<file path="src/rtl/fir_output_writer.sv">
// fir_output_writer: write-side engine for the FIR result region.
// Takes the filtered-sample stream, buffers it in a small FIFO and writes it
// to sample memory at base_addr + n (modulo 2^ADDR_W) through an arbitrated
// write port. It flags completion with a held done and counts the busy cycles
// of each run.
//
// Ports:
//   clk, rst_n           clock, asynchronous active-low reset
//   start                one-cycle run request (accepted in IDLE/DONE only)
//   base_addr            first write address, latched on accepted start
//   sample_count         samples to write, latched on accepted start
//   in_valid/in_data     sample stream from the FIR datapath
//   in_ready             writer accepts a sample this cycle
//   mem_we/addr/wdata    write request, held stable until granted
//   mem_gnt              arbiter grant; a write retires on mem_we && mem_gnt
//   busy, done           run in progress / run complete (held)
//   cycle_count          busy cycles of the last or current run (saturating)
module fir_output_writer #(
    parameter int unsigned ADDR_W     = 10,
    parameter int unsigned DATA_W     = 8,
    parameter int unsigned FIFO_DEPTH = 4,
    parameter int unsigned CNT_W      = 32
) (
    input  logic              clk,
    input  logic              rst_n,
    input  logic              start,
    input  logic [ADDR_W-1:0] base_addr,
    input  logic [ADDR_W-1:0] sample_count,
    input  logic              in_valid,
    input  logic [DATA_W-1:0] in_data,
    output logic              in_ready,
    output logic              mem_we,
    output logic [ADDR_W-1:0] mem_addr,
    output logic [DATA_W-1:0] mem_wdata,
    input  logic              mem_gnt,
    output logic              busy,
    output logic              done,
    output logic [CNT_W-1:0]  cycle_count
);

    localparam int unsigned PTR_W = $clog2(FIFO_DEPTH);
    localparam int unsigned LVL_W = PTR_W + 1;

    localparam logic [1:0] S_IDLE  = 2'd0;
    localparam logic [1:0] S_RUN   = 2'd1;
    localparam logic [1:0] S_DRAIN = 2'd2;
    localparam logic [1:0] S_DONE  = 2'd3;

    logic [1:0]        state_q, state_d;
    logic [ADDR_W-1:0] base_q, base_d;
    logic [ADDR_W-1:0] cnt_q, cnt_d;
    logic [ADDR_W-1:0] acc_q, acc_d;
    logic [ADDR_W-1:0] wr_q, wr_d;
    logic [PTR_W-1:0]  rd_ptr_q, rd_ptr_d;
    logic [PTR_W-1:0]  wr_ptr_q, wr_ptr_d;
    logic [LVL_W-1:0]  level_q, level_d;
    logic [DATA_W-1:0] fifo_mem [FIFO_DEPTH];
    logic [DATA_W-1:0] head_d;

    logic              in_ready_d;
    logic              mem_we_d;
    logic [ADDR_W-1:0] mem_addr_d;
    logic [DATA_W-1:0] mem_wdata_d;
    logic              busy_d;
    logic              done_d;
    logic [CNT_W-1:0]  cycle_d;

    logic              push_c;
    logic              pop_c;

    assign push_c = in_valid && in_ready;
    assign pop_c  = mem_we && mem_gnt;

    // Next-state and next-output logic; every output is registered from these.
    always_comb begin
        state_d     = state_q;
        base_d      = base_q;
        cnt_d       = cnt_q;
        acc_d       = acc_q + ADDR_W'(push_c);
        wr_d        = wr_q + ADDR_W'(pop_c);
        wr_ptr_d    = wr_ptr_q + PTR_W'(push_c);
        rd_ptr_d    = rd_ptr_q + PTR_W'(pop_c);
        level_d     = level_q + LVL_W'(push_c) - LVL_W'(pop_c);
        cycle_d     = cycle_count;
        in_ready_d  = 1'b0;
        mem_we_d    = 1'b0;
        mem_addr_d  = mem_addr;
        mem_wdata_d = mem_wdata;
        busy_d      = 1'b0;
        done_d      = 1'b0;

        // A sample pushed into the slot that becomes the head bypasses storage.
        if (push_c && (wr_ptr_q == rd_ptr_d)) begin
            head_d = in_data;
        end else begin
            head_d = fifo_mem[rd_ptr_d];
        end

        if (((state_q == S_RUN) || (state_q == S_DRAIN)) && (cycle_count != '1)) begin
            cycle_d = cycle_count + CNT_W'(1);
        end

        case (state_q)
            S_IDLE, S_DONE: begin
                if (start) begin
                    state_d = S_RUN;
                    base_d  = base_addr;
                    cnt_d   = sample_count;
                    acc_d   = '0;
                    wr_d    = '0;
                    cycle_d = '0;
                end
            end
            S_RUN: begin
                if (acc_d == cnt_q) begin
                    state_d = (wr_d == cnt_q) ? S_DONE : S_DRAIN;
                end
            end
            S_DRAIN: begin
                if (wr_d == cnt_q) begin
                    state_d = S_DONE;
                end
            end
            default: state_d = S_IDLE;
        endcase

        // Full level blocks input even when a pop retires in the same cycle.
        in_ready_d = (state_d == S_RUN) && (level_d < LVL_W'(FIFO_DEPTH)) && (acc_d < cnt_d);
        busy_d     = (state_d == S_RUN) || (state_d == S_DRAIN);
        done_d     = (state_d == S_DONE);
        mem_we_d   = busy_d && (level_d != '0);

        // Address/data only move when a write is pending; otherwise they hold.
        if (mem_we_d) begin
            mem_addr_d  = base_d + wr_d;
            mem_wdata_d = head_d;
        end
    end

    // State and output registers.
    always_ff @(posedge clk or negedge rst_n) begin
        if (!rst_n) begin
            state_q     <= S_IDLE;
            base_q      <= '0;
            cnt_q       <= '0;
            acc_q       <= '0;
            wr_q        <= '0;
            rd_ptr_q    <= '0;
            wr_ptr_q    <= '0;
            level_q     <= '0;
            in_ready    <= 1'b0;
            mem_we      <= 1'b0;
            mem_addr    <= '0;
            mem_wdata   <= '0;
            busy        <= 1'b0;
            done        <= 1'b0;
            cycle_count <= '0;
        end else begin
            state_q     <= state_d;
            base_q      <= base_d;
            cnt_q       <= cnt_d;
            acc_q       <= acc_d;
            wr_q        <= wr_d;
            rd_ptr_q    <= rd_ptr_d;
            wr_ptr_q    <= wr_ptr_d;
            level_q     <= level_d;
            in_ready    <= in_ready_d;
            mem_we      <= mem_we_d;
            mem_addr    <= mem_addr_d;
            mem_wdata   <= mem_wdata_d;
            busy        <= busy_d;
            done        <= done_d;
            cycle_count <= cycle_d;
        end
    end

    // FIFO storage; contents are don't-care until pushed.
    always_ff @(posedge clk) begin
        if (push_c) begin
            fifo_mem[wr_ptr_q] <= in_data;
        end
    end

endmodule

</file>
<file path="config.mk">
export PLATFORM = sky130hd
export DESIGN_NAME = fir_output_writer
export DESIGN_NICKNAME = d
export VERILOG_FILES = /design/src/rtl/fir_output_writer.sv
export SDC_FILE = /design/constraint.sdc
export NUM_CORES = 1
export LEC_CHECK = 0
export CORE_MARGIN = 2
export CORE_UTILIZATION = 42
export CTS_CLUSTER_SIZE = 8
export DETAILED_ROUTE_END_ITERATION = 8
export GPL_ROUTABILITY_DRIVEN = 0
export GPL_TIMING_DRIVEN = 0
export MAX_ROUTING_LAYER = met4
export SYNTH_ARGS = -nofsm -noshare
export SYNTH_HDL_FRONTEND = slang
export SYNTH_SLANG_ARGS = --single-unit
</file>
<file path="constraint.sdc">
create_clock -name clk -period 5.2 [get_ports clk]
set_input_delay 0.52 -clock clk [delete_from_list [all_inputs] [get_ports clk]]
set_output_delay 0.52 -clock clk [all_outputs]
set_load 0.03 [all_outputs]
</file>
# Word level (Yosys, flattened, before mapping)
# Memories as Yosys holds them, arrays and structs flattened. A register that Yosys moved wholly into a read port is not among the register bits.
# Index checks and enable logic that the tools add are counted.
dict set report word_totals {
  inputBits 33
  regBits 95
  mem_count 1
  mem_bits_rw 32
}
# name words word_bits rd rd_ports_with_merged_regs write_ports line
set memory_table {}
lappend memory_table {fifo_mem 4 8 1 1 1 57} ;# logic [DATA_W-1:0] fifo_mem [FIFO_DEPTH];
dict set report classes {
  magnitude_cmp 2
  n_reduce_logical 12
  n_eq_ne 9
  n_mux 18
  addsub 8
}
# cell count
set ops {}
lappend ops {{two-way mux 32 bit} 3}
lappend ops {{two-way mux 10 bit} 8}
lappend ops {{adder 32 x 1 -> 32 bit (second input constant)} 1}
lappend ops {{inequality test 32 bit (second input constant)} 1}
lappend ops {{adder 10 x 1 -> 10 bit} 2}
lappend ops {{== test 10 bit} 2}
lappend ops {{adder 10 bit} 1}
lappend ops {{less-than comparator 10 bit} 1}
lappend ops {{== test 2 bit (second input constant)} 4}
lappend ops {{logical AND 1 bit} 6}
lappend ops {{two-way mux 2 bit} 3}
lappend ops {{one-hot mux 2 bit (3 select lines)} 1}
lappend ops {{adder 2 x 1 -> 2 bit} 2}
lappend ops {{== test 2 x 1 -> 1 bit (second input constant)} 2}
lappend ops {{adder 3 x 1 -> 3 bit} 1}
lappend ops {{less-than comparator 3 bit (second input constant)} 1}
lappend ops {{two-way mux 1 bit} 3}
lappend ops {{nonzero test 3 bit} 1}
lappend ops {{subtractor 3 x 1 -> 3 bit} 1}
lappend ops {{logical NOT 2 bit} 1}
lappend ops {{logical OR 1 bit} 2}
lappend ops {{OR reduction 2 bit} 1}
lappend ops {{logical NOT 1 bit} 1}

# Depth between registers and ports, before layout
# Gate-level depths: netlist of the first run.
dict set report logic_depth {
  depth_word 9
  depth_mapped 21
  ltp_nobuf 17
}

# Least setup slack after synthesis of the first run
# No wires, ideal clock.
dict set report synth_timing {
  path_type {flip-flop to flip-flop}
  start {register state_q[0]}
  end {register mem_addr[8]}
  path_buffers 4
  synth_period_minus_slack_ns 3.734
  t_arrival_ns 3.610
  required_time_ns 5.075
  setup_slack_ns 1.466
  setup_time_ns 0.125
  stages_incl_launch_ff 22
  cell_sequence {dfrtp_1 > inv_1 > ha_1 > buf_4 > and2_1 > clkbuf_1 > buf_1 > clkbuf_1 > nand2_1 > nand2_1 > ha_1 > inv_1 > fa_1 > nor2b_1 > o21ai_0 > nand2b_1 > a21o_1 > a21oi_1 > o21bai_1 > a21oi_1 > xnor2_1 > mux2_2}
}
dict set report synth_between {
  elab_cells_between_ends 16
  cone_classes {add/sub: 1; eq/ne: 5; mux: 6; reduce/logical: 4}
}
# element line
set synth_lines {}
lappend synth_lines {{start, declared} 49} ;# logic [1:0] state_q, state_d;
lappend synth_lines {{start signal, assigned} 159} ;# state_q <= state_d;
lappend synth_lines {{== test 2 bit / logical NOT 2 bit (equally long branches)} 103} ;# case (state_q)
lappend synth_lines {{OR reduction 2 bit (*)} 103}
lappend synth_lines {{two-way mux 10 bit (*)} 103}
lappend synth_lines {{net base_d[0]} 50} ;# logic [ADDR_W-1:0] base_q, base_d;
lappend synth_lines {{adder 10 bit (*)} 135} ;# mem_addr_d = base_d + wr_d;
lappend synth_lines {{end signal, assigned} 169} ;# mem_addr <= mem_addr_d;
lappend synth_lines {{end, declared} 33} ;# output logic [ADDR_W-1:0] mem_addr,
# The timed path passes the listed nets; every way through them passes the cells marked *.
# A chain may end at the register's enable or synchronous reset.

# Final worst setup path of the first run
# Ends and elaborated chain as after synthesis.

==> results.py, run 1 <==
metrics = {
    "critical_path": {
        "cp_slowest_stage_delay_ns": 0.65,
        "worstSetupPathType": "register to register",
        "crit_arrival_ns": 5.06,
        "cpMaxStageDelayCell": "clkbuf_1",
        "crit_path_end_kind": "register",
        "start_kind": "register",
        "path_max_fanout": 10,
        "required_ns": 5.51,
        "path_cells": "inv_1, ha_1, buf_4, and2_1, clkbuf_1, buf_1, clkbuf_1, nand2_1, nand2_1, ha_1, inv_1, fa_1, nor2b_1, o21ai_0, nand2b_1, a21o_1, a21oi_1, o21bai_1, a21oi_1, xnor2_1, mux2_2",
        "path_buf_inv": 6,
        "cp_top_family": "buffers and inverters",
    },
    "global_routing": {
        "grt_max_degree": 67,
        "grt_antenna_before_repair": 0,
        "met3_usage_pct": 3.142,
        "grt-ovfl-total": 0,
        "globalRouteMet2Util_pct": 30.40,
        "globalRouteMet1Util_pct": 23.35,
        "grt_usage_pct": 18.63,
        "grt_pass1_wl_um": 24810,
        "grt_pass1_vias": 4926,
        "grt_busiest_layer": "met2",
    },
    "job": {
        "cap_violations": 0,
    },
    "outcome": {
        "status": "finished, final reports clean",
    },
    "synthesis": {
        "avgSynthCellArea_um2": 11.79,
        "yosysUniqueCellTypes": 68,
        "netlist_area_um2": 6978,
        "synth_ff_type": "dfrtp_1",
        "syn-num-nets": 658,
        "synth_area_leaders": "dfrtp_1, edfxtp_1, ha_1, xnor2_1, xor2_1",
        "synth-edff-count": 32,
        "ys_warn_count": 0,
        "seq_area_frac_synth_pct": 50.71,
        "netlist_instances": 592,
        "synthArstFlopShare_pct": 76.30,
        "synth_largest_area_cell": "dfrtp_1",
        "synth_seq_cells": 135,
        "synth_top_area_share_pct": 36.94,
    },
    "pwr": {
        "totalPowerFinal_mw": 5.201,
        "power_density_nw_per_um2": 598.0,
        "vdd_drop_max_v": 0.0003317,
        "p_leak_nw": 3.723,
    },
    "clock_tree": {
        "htree_levels": 4,
        "cts_num_sinks": 135,
        "holdBufCountCts": 0,
        "numCtsBuffers": 17,
        "clk_pin_slew_ns": 0.06,
        "clock-root-buffer": "clkbuf_16",
        "cts_max_path_buffers": 2,
        "clock_latency_ns": 0.43,
        "cts_setup_buffers": 0,
        "post_cts_resized": 0,
        "cts_tree": "yes",
    },
    "min_path": {
        "hold_path.class": "input pin to asynchronous set/reset pin",
    },
    "sta": {
        "clock_skew_ns": 0.01310,
        "setup-tns-final_ns": 0,
        "min_period_ns": 4.755,
        "fin_ws_ns": 0.4447,
        "period_share_pct": 91.45,
        "maxSlewHeadroom_pct": 28.81,
        "max_freq_mhz": 210.3,
        "setup_violations": 0,
        "tightest_slew_ns": 1.064,
        "slew_violations": 0,
        "finalHoldViolCount": 0,
        "rsz0062_at_grt": "no",
    },
    "die": {
        "start_util_pct": 42.53,
        "core.rowCount": 47,
        "io_pins": 87,
        "die-area_um2": 17660,
        "die_w_um": 132.9,
        "fp.dieH_um": 132.9,
        "coreArea_um2": 16410,
    },
    "finish": {
        "antenna_cells": 0,
        "fin_util_pct": 53.01,
        "drive_gt1_share_pct": 13.36,
        "area_delta_synth_final_pct": 24.64,
        "num-fill-cells": 1439,
        "nets": 764,
    },
    "drt": {
        "totalWireLength_um": 15090,
        "vias": 4722,
        "dr.pass1.iters": 4,
        "drtIter0Drc": 198,
        "ant_nets": 0,
        "wl_per_cell_um": 16.21,
        "routed_via_density": 5.072,
        "drc": 0,
    },
    "placement": {
        "dp_slack_ns": 0.3058,
        "dp_hpwl_um": 10810,
        "io_buffer_count": 86,
    },
}
[cell families (layout without fill, tap and decap cells)]
kind of cell,Yosys count,in the layout,share of synthesized area [%]
XOR/XNOR,81,81,11.03
AND/OR/NAND/NOR,208,208,15.26
multiplexers,49,49,9.539
flip-flops,135,135,50.71
buffers and inverters,43,162,2.726
adder cells (fa/ha/maj),33,33,6.132
AO/OA/AOI/OAI,43,43,4.608
[cells in the final DEF (no fill, tap or decap), types with 4 or more instances in the layout]
master,netlist,layout
dfrtp_1,103,103
clkdlybuf4s50_1,0,85
nor2_1,56,56
nand2_1,54,54
xnor2_1,40,40
xor2_1,37,37
edfxtp_1,32,32
ha_1,31,31
inv_1,27,27
nand3_1,21,21
mux2_2,18,18
clkbuf_16,0,17
and2_1,15,15
mux2i_1,14,14
clkbuf_1,10,10
nand4_1,10,10
a21oi_1,10,10
nor2b_1,8,8
o21ai_0,8,8
mux4_2,8,8
mux2_4,8,8
inv_6,0,6
nor3_1,6,5
a21o_1,5,5
and4_1,4,4
[registers in the layout (all words and copies together) (netlist names)]
register / flops
acc_q: 10
base_q: 10
busy: 1
cnt_q: 10
cycle_count: 32
done: 1
fifo_mem: 32
in_ready: 1
level_q: 3
mem_addr: 10
mem_wdata: 8
mem_we: 1
rd_ptr_q: 2
state_q: 2
wr_ptr_q: 2
wr_q: 10
[per-layer routing]
layer	up-vias	part of all wire, %
met2	89	49
li1	2274	-
met5	-	0
met3	22	2.8
met1	2337	46
met4	0	1.7
[cells in the mapped netlist, types with 3 or more instances]
master    count
xor2_1       37
and2_1       15
mux2i_1      14
clkbuf_1     10
inv_1        27
nor3_1        6
edfxtp_1     32
mux2_2       18
nand2b_1      3
nand4_1      10
o211ai_1      3
and4_1        4
ha_1         31
nand2_1      54
mux4_2        8
nor2_1       56
xnor2_1      40
dfrtp_1     103
nand2_2       3
nand3_2       3
a21oi_1      10
xnor3_1       3
or3_1         3
nand3_1      21
o21ai_0       8
nor2b_1       8
a21o_1        5
mux2_4        8
and3_1        3
[power breakdown]
group	switching (mW)	internal, mW	total (mW)
Sequential	0.189	1.37	1.56
Combinational	1.27	1.25	2.52
Clock	0.499	0.626	1.12
[worst paths after layout]
kind	slack, ns	to	depth (start not counted)	start
max reg2reg	0.44	mem_addr[8]	21	state_q[0]
min	0.07	cycle_count[25]	1	rst_n
min in group clk	0.48	base_q[4]	2	base_q[4]
max in group asynchronous	4.41	cnt_q[2]	2	rst_n
min reg2reg	0.48	base_q[4]	2	base_q[4]
max	0.44	mem_addr[8]	21	state_q[0]
[stage by stage]
step | cell area [um2] | cells | hold slack, ns
global route | 8697 | 931 | 0.1098
detailed placement | 8139 | 899 | 0.4677
finish | 8697 | 931 | 0.07250
floorplan | 6978 | 592 | 0.2244
CTS | 8692 | 931 | 0.08123
global placement | 8114 | 898 | 0.4591
[worst reg2reg max path: cells and delay by family (launching register included)]
| family | cells | cell delay [ns] |
|---|---|---|
| compound gates | 5 | 0.58 |
| xor+xnor | 1 | 0.13 |
| fa+ha+maj | 3 | 0.86 |
| buf+inv | 6 | 1.85 |
| flops | 1 | 0.37 |
| mux | 1 | 0.26 |
| simple gates | 5 | 0.61 |
[final cells by class]
cell class	count	area (um2)	share of cell area [%]
buffer	16	88.84	1.021
clock buffer	17	425.4	4.891
clock inverter	15	127.6	1.467
inverter	27	101.3	1.165
multi-input combinational	414	3254	37.42
sequential	135	3538	40.68
tap	220	275.3	3.165
timing repair buffer	87	885.9	10.19
Power figures use the tool's default switching activity.
==> run 2: changes to the inputs <==
- CAP_MARGIN: not set -> 10
- SKIP_CTS_REPAIR_TIMING: not set -> 1
- SKIP_LAST_GASP: not set -> 1
==> run 2 against run 1 <==
Against the previous run: die area is the same; maximum frequency grew 1.6%; routed wire length is essentially flat; critical path type unchanged; largest power group unchanged.
==> results.py, run 2 (synthesis gave the netlist of run 1 again) <==
metrics = {
    "outcome": {
        "status": "finished, final reports clean",
    },
    "finish": {
        "nets": 765,
        "layout_common_cells": "dfrtp_1, clkdlybuf4s50_1, nor2_1, nand2_1, xnor2_1",
        "layout_commonest_cell": "dfrtp_1",
        "fin_util_pct": 53.26,
        "largestRegisters": "cycle_count x32, fifo_mem x32",
        "drive_gt1_share_pct": 13.20,
        "area_delta_synth_final_pct": 25.23,
        "antenna_cells": 0,
        "instances_no_fill": 932,
    },
    "sta": {
        "setup_violations": 0,
        "min_period_ns": 4.680,
        "rsz0062_at_grt": "no",
        "finalHoldViolCount": 0,
        "hold-worst-slack_ns": 0.08196,
        "clock_skew_ns": 0.01205,
        "tightest_slew_ns": 1.073,
        "period_share_pct": 89.99,
        "slew_violations": 0,
        "max_freq_mhz": 213.7,
        "maxSlewHeadroom_pct": 28.24,
    },
    "global_routing": {
        "grt_pass1_vias": 5003,
        "grt_max_degree": 67,
        "met3_usage_pct": 3.946,
        "grt_pass1_wl_um": 25190,
        "grt_busiest_layer": "met2",
        "globalRouteMet1Util_pct": 23.55,
        "globalRouteMet2Util_pct": 30.60,
        "grt_usage_pct": 18.85,
        "grt_antenna_before_repair": 0,
        "grt-ovfl-total": 0,
    },
    "placement": {
        "dp_hpwl_um": 10860,
        "placedCellCount": 900,
        "io_buffer_count": 86,
    },
    "die": {
        "die_w_um": 132.9,
        "core.rowCount": 47,
        "coreArea_um2": 16410,
        "start_util_pct": 42.53,
        "die-area_um2": 17660,
        "io_pins": 87,
        "fp.dieH_um": 132.9,
    },
    "drt": {
        "vias": 4725,
        "ant_nets": 0,
        "totalWireLength_um": 15100,
        "routed_via_density": 5.070,
        "dr.pass1.iters": 5,
        "drtIter0Drc": 231,
        "drc": 0,
        "wl_per_cell_um": 16.20,
    },
    "job": {
        "cap_violations": 0,
    },
    "pwr": {
        "power_density_nw_per_um2": 604.1,
        "p_leak_nw": 3.743,
        "vdd_drop_max_v": 0.0003220,
    },
    "min_path": {
        "hold_path.class": "input pin to asynchronous set/reset pin",
    },
    "clock_tree": {
        "clk_pin_slew_ns": 0.06,
        "cts_tree": "yes",
        "clock-root-buffer": "clkbuf_16",
        "htree_levels": 4,
        "cts_num_sinks": 135,
        "numCtsBuffers": 17,
        "clock_latency_ns": 0.42,
        "cts_max_path_buffers": 2,
    },
    "critical_path": {
        "crit_path_end_kind": "register",
        "worstSetupPathType": "register to register",
        "crit_arrival_ns": 4.99,
        "required_ns": 5.51,
        "path_max_fanout": 10,
        "crit_start": "state_q[0]",
        "reg2reg_from": "state_q[0]",
        "start_kind": "register",
        "reg2reg_depth": 21,
    },
}
==> run 2: final cells by class <==
class                   count  area [um2]
fillers                  1422        7669
clock inverters            14       162.7
clock buffers              18       429.2
well taps                 220       275.3
flip-flops and latches    135        3538
multi-input cells         414        3249
plain buffers              16       88.84
inverters                  27       101.3
repair buffers             88       893.4
==> run 2: final timing paths <==
check / to / slack, ns
worst max-delay path: mem_addr[8] / 0.52
worst min-delay path: cycle_count[25] / 0.08
worst max register to register: mem_addr[8] / 0.52
worst min register to register: base_q[4] / 0.48
max in group asynchronous: cnt_q[4] / 4.40
min in group clk: base_q[4] / 0.48
==> run 2: layer usage <==
layer	vias to the layer above	wire length, um
met1	2344	6862
met3	17	571
met4	0	186
met5	-	0
met2	90	7474
li1	2274	-
==> run 2: power by group <==
group / switching [mW] / leakage (nW) / total [mW] / internal (mW)
Combinational: 1.26 / 1.84 / 2.51 / 1.25
Sequential: 0.190 / 1.62 / 1.56 / 1.37
Clock: 0.492 / 0.285 / 1.21 / 0.721
Total: 1.94 / 3.74 / 5.28 / 3.34
==> run 2: critical path, cell delays in order (launching register included) <==
cell	delay [ns]
dfrtp_1	0.38
inv_1	0.09
ha_1	0.28
buf_4	0.16
and2_1	0.13
clkbuf_1	0.27
buf_1	0.59
clkbuf_1	0.64
nand2_1	0.11
nand2_1	0.11
ha_1	0.17
inv_1	0.06
fa_1	0.41
nor2b_1	0.12
o21ai_0	0.09
nand2b_1	0.12
a21o_1	0.13
a21oi_1	0.09
o21bai_1	0.14
a21oi_1	0.10
xnor2_1	0.12
mux2_2	0.26
==> run 2: per-stage QoR <==
step	worst slack [ns]	power (mW)	area [um2]	setup TNS [ns]
2_1_floorplan	1.466	3.423	6978	0
3_3_place_gp	-0.4955	4.062	8114	-50.02
3_5_place_dp	0.3284	4.123	8147	0
4_1_cts	0.4112	5.360	8738	0
5_1_grt	0.03532	5.637	8738	0
6_report	0.5203	5.279	8738	0
==> run 3: changes to the inputs <==
- GPL_TIMING_DRIVEN: 0 -> 1
==> run 3 against run 2 <==
Against the previous run: die area unchanged; routed wire length fell by 0.52%; clock skew is 0.0060 ns lower; largest cell class unchanged; highest routed layer unchanged; clock power is essentially flat; largest power group unchanged; utilization is 0.39 points lower; hold slack better by 0.17 ns.
==> results.py, run 3 (synthesis gave the netlist of run 1 again) <==
metrics = {
    "pwr": {
        "sw_frac_of_total_pct": 36.60,
        "p_int_mw": 3.320,
        "vdd_drop_max_v": 0.0003598,
        "p_leak_nw": 3.711,
        "combPwrFrac_pct": 47.6,
        "p_clk_share_pct": 22.5,
        "power_density_nw_per_um2": 603.7,
        "pwr-share-seq_pct": 29.9,
        "totalPowerFinal_mw": 5.237,
        "power_switching_mw": 1.917,
    },
    "drt": {
        "ant_nets": 0,
        "totalWireLength_um": 15020,
        "drc": 0,
        "drt-met1-wl_um": 6981,
        "dr.pass1.iters": 4,
        "routed-wl-met2_um": 7361,
        "routed_via_density": 4.976,
        "drtIter0Drc": 197,
        "vias": 4588,
        "top_layer_used": "met4",
        "dr_wl_met3_um": 493,
        "wl_per_cell_um": 16.29,
    },
    "critical_path": {
        "path_cells": "clkdlybuf4s50_1, and2_1, ha_1, ha_1, nand3_2, xor2_1, a221oi_1, nand4_1, or3_4, nor4_2, o41a_4, mux2i_4, buf_12, mux2_4",
        "path_max_fanout": 11,
        "crit_path_end_kind": "register",
        "cp_slowest_stage_delay_ns": 0.56,
        "required_ns": 5.50,
        "crit_arrival_ns": 4.48,
        "crit_top_cell": "ha_1",
        "cp_top_family": "simple AND/OR/NAND/NOR gates",
        "worstSetupPathType": "input pin to register",
        "cpMaxStageDelayCell": "mux2i_4",
        "start_kind": "input pin",
        "ff2ff_setup_slack_ns": 1.23,
        "path_buf_inv": 2,
    },
    "clock_tree": {
        "htree_levels": 4,
        "cts_tree": "yes",
        "numCtsBuffers": 17,
        "clock-root-buffer": "clkbuf_16",
        "cts_max_path_buffers": 2,
        "clock_latency_ns": 0.42,
        "cts_num_sinks": 135,
        "clk_pin_slew_ns": 0.06,
    },
    "global_routing": {
        "grt_max_degree": 74,
        "grt_pass1_vias": 4978,
        "grt-ovfl-total": 0,
        "grt_usage_pct": 19.09,
        "grt_pass1_wl_um": 25500,
        "grt_antenna_before_repair": 0,
    },
    "sta": {
        "maxSlewHeadroom_pct": 37.07,
        "setup-tns-final_ns": 0,
        "slew_violations": 0,
        "finalHoldViolCount": 0,
        "clock_skew_ns": 0.006071,
        "fin_ws_ns": 1.026,
        "tightest_slew_ns": 0.9440,
        "rsz0062_at_grt": "no",
        "setup_violations": 0,
        "max_freq_mhz": 239.6,
        "min_period_ns": 4.174,
        "hold-worst-slack_ns": 0.2564,
        "period_share_pct": 80.26,
    },
    "finish": {
        "antenna_cells": 0,
        "largestRegisters": "cycle_count x32, fifo_mem x32",
        "area_delta_synth_final_pct": 24.31,
        "fin_util_pct": 52.87,
        "drive_gt1_share_pct": 13.68,
        "layout_common_cells": "dfrtp_1, clkdlybuf4s50_1, nor2_1, nand2_1, xnor2_1",
        "layout_commonest_cell": "dfrtp_1",
        "nets": 755,
    },
    "die": {
        "core.rowCount": 47,
        "die-area_um2": 17660,
        "io_pins": 87,
        "start_util_pct": 42.53,
        "die_w_um": 132.9,
        "fp.dieH_um": 132.9,
        "coreArea_um2": 16410,
    },
    "placement": {
        "io_buffer_count": 86,
        "dp_hpwl_um": 10700,
        "dp_slack_ns": 0.5996,
    },
    "min_path": {
        "hold_path.class": "input pin to asynchronous set/reset pin",
    },
    "outcome": {
        "status": "finished, final reports clean",
    },
    "job": {
        "cap_violations": 0,
    },
}
run 3: changes by cell type in the layout (fill, tap and decap cells not counted), sizes merged:
cell	previous run	this run
clkinv	1	4
clkinvlp	2	5
clkbuf	28	17
inv	36	31
run 3: worst paths after layout:
kind                       startpoint         endpoint  depth (start not counted)
setup / recovery              mem_gnt     mem_wdata[6]                         14
hold / removal                  rst_n  cycle_count[29]                          1
setup reg to reg               mem_we     mem_wdata[6]                         13
hold reg to reg             base_q[4]        base_q[4]                          2
max in group asynchronous       rst_n          wr_q[8]                          2
min in group clk            base_q[4]        base_q[4]                          2
run 3: area by class of cell:
class	instances	area (um2)
Clock buffer	17	425.4
Clock inverter	15	152.6
Fill cell	1408	7732
Inverter	27	101.3
Multi-Input combinational cell	414	3251
Sequential cell	135	3538
Tap cell	220	275.3
Timing Repair Buffer	94	930.9
run 3: per-layer routing:
metal / vias to the layer above / track usage (%)
met5: - / -
met4: 0 / 5.436
met3: 12 / 4.674
met2: 69 / 30.51
met1: 2259 / 24.27
li1: 2248 / -
run 3: stage by stage:
step / cell area [um2] / instances
5_1_grt: 8675 / 922
3_3_place_gp: 8097 / 890
2_1_floorplan: 6978 / 592
3_5_place_dp: 8097 / 890
6_report: 8675 / 922
4_1_cts: 8675 / 922
run 3: worst reg2reg max path, cell delays in order (launching register included):
cell      delay (ns)
dfrtp_1         0.34
and2_1          0.28
ha_1            0.21
ha_1            0.20
nand3_2         0.17
xor2_1          0.18
a221oi_1        0.30
nand4_1         0.14
or3_4           0.41
nor4_2          0.29
o41a_4          0.24
mux2i_4         0.56
buf_12          0.23
mux2_4          0.31
run 3: power by group through the flow:
stage	sequential (mW)	combinational (mW)	clock [mW]
floorplan	1.73	1.69	0
global placement	1.58	2.46	0
detailed placement	1.59	2.51	0
CTS	1.57	2.53	1.21
global route	1.60	2.73	1.26
finish	1.57	2.49	1.18
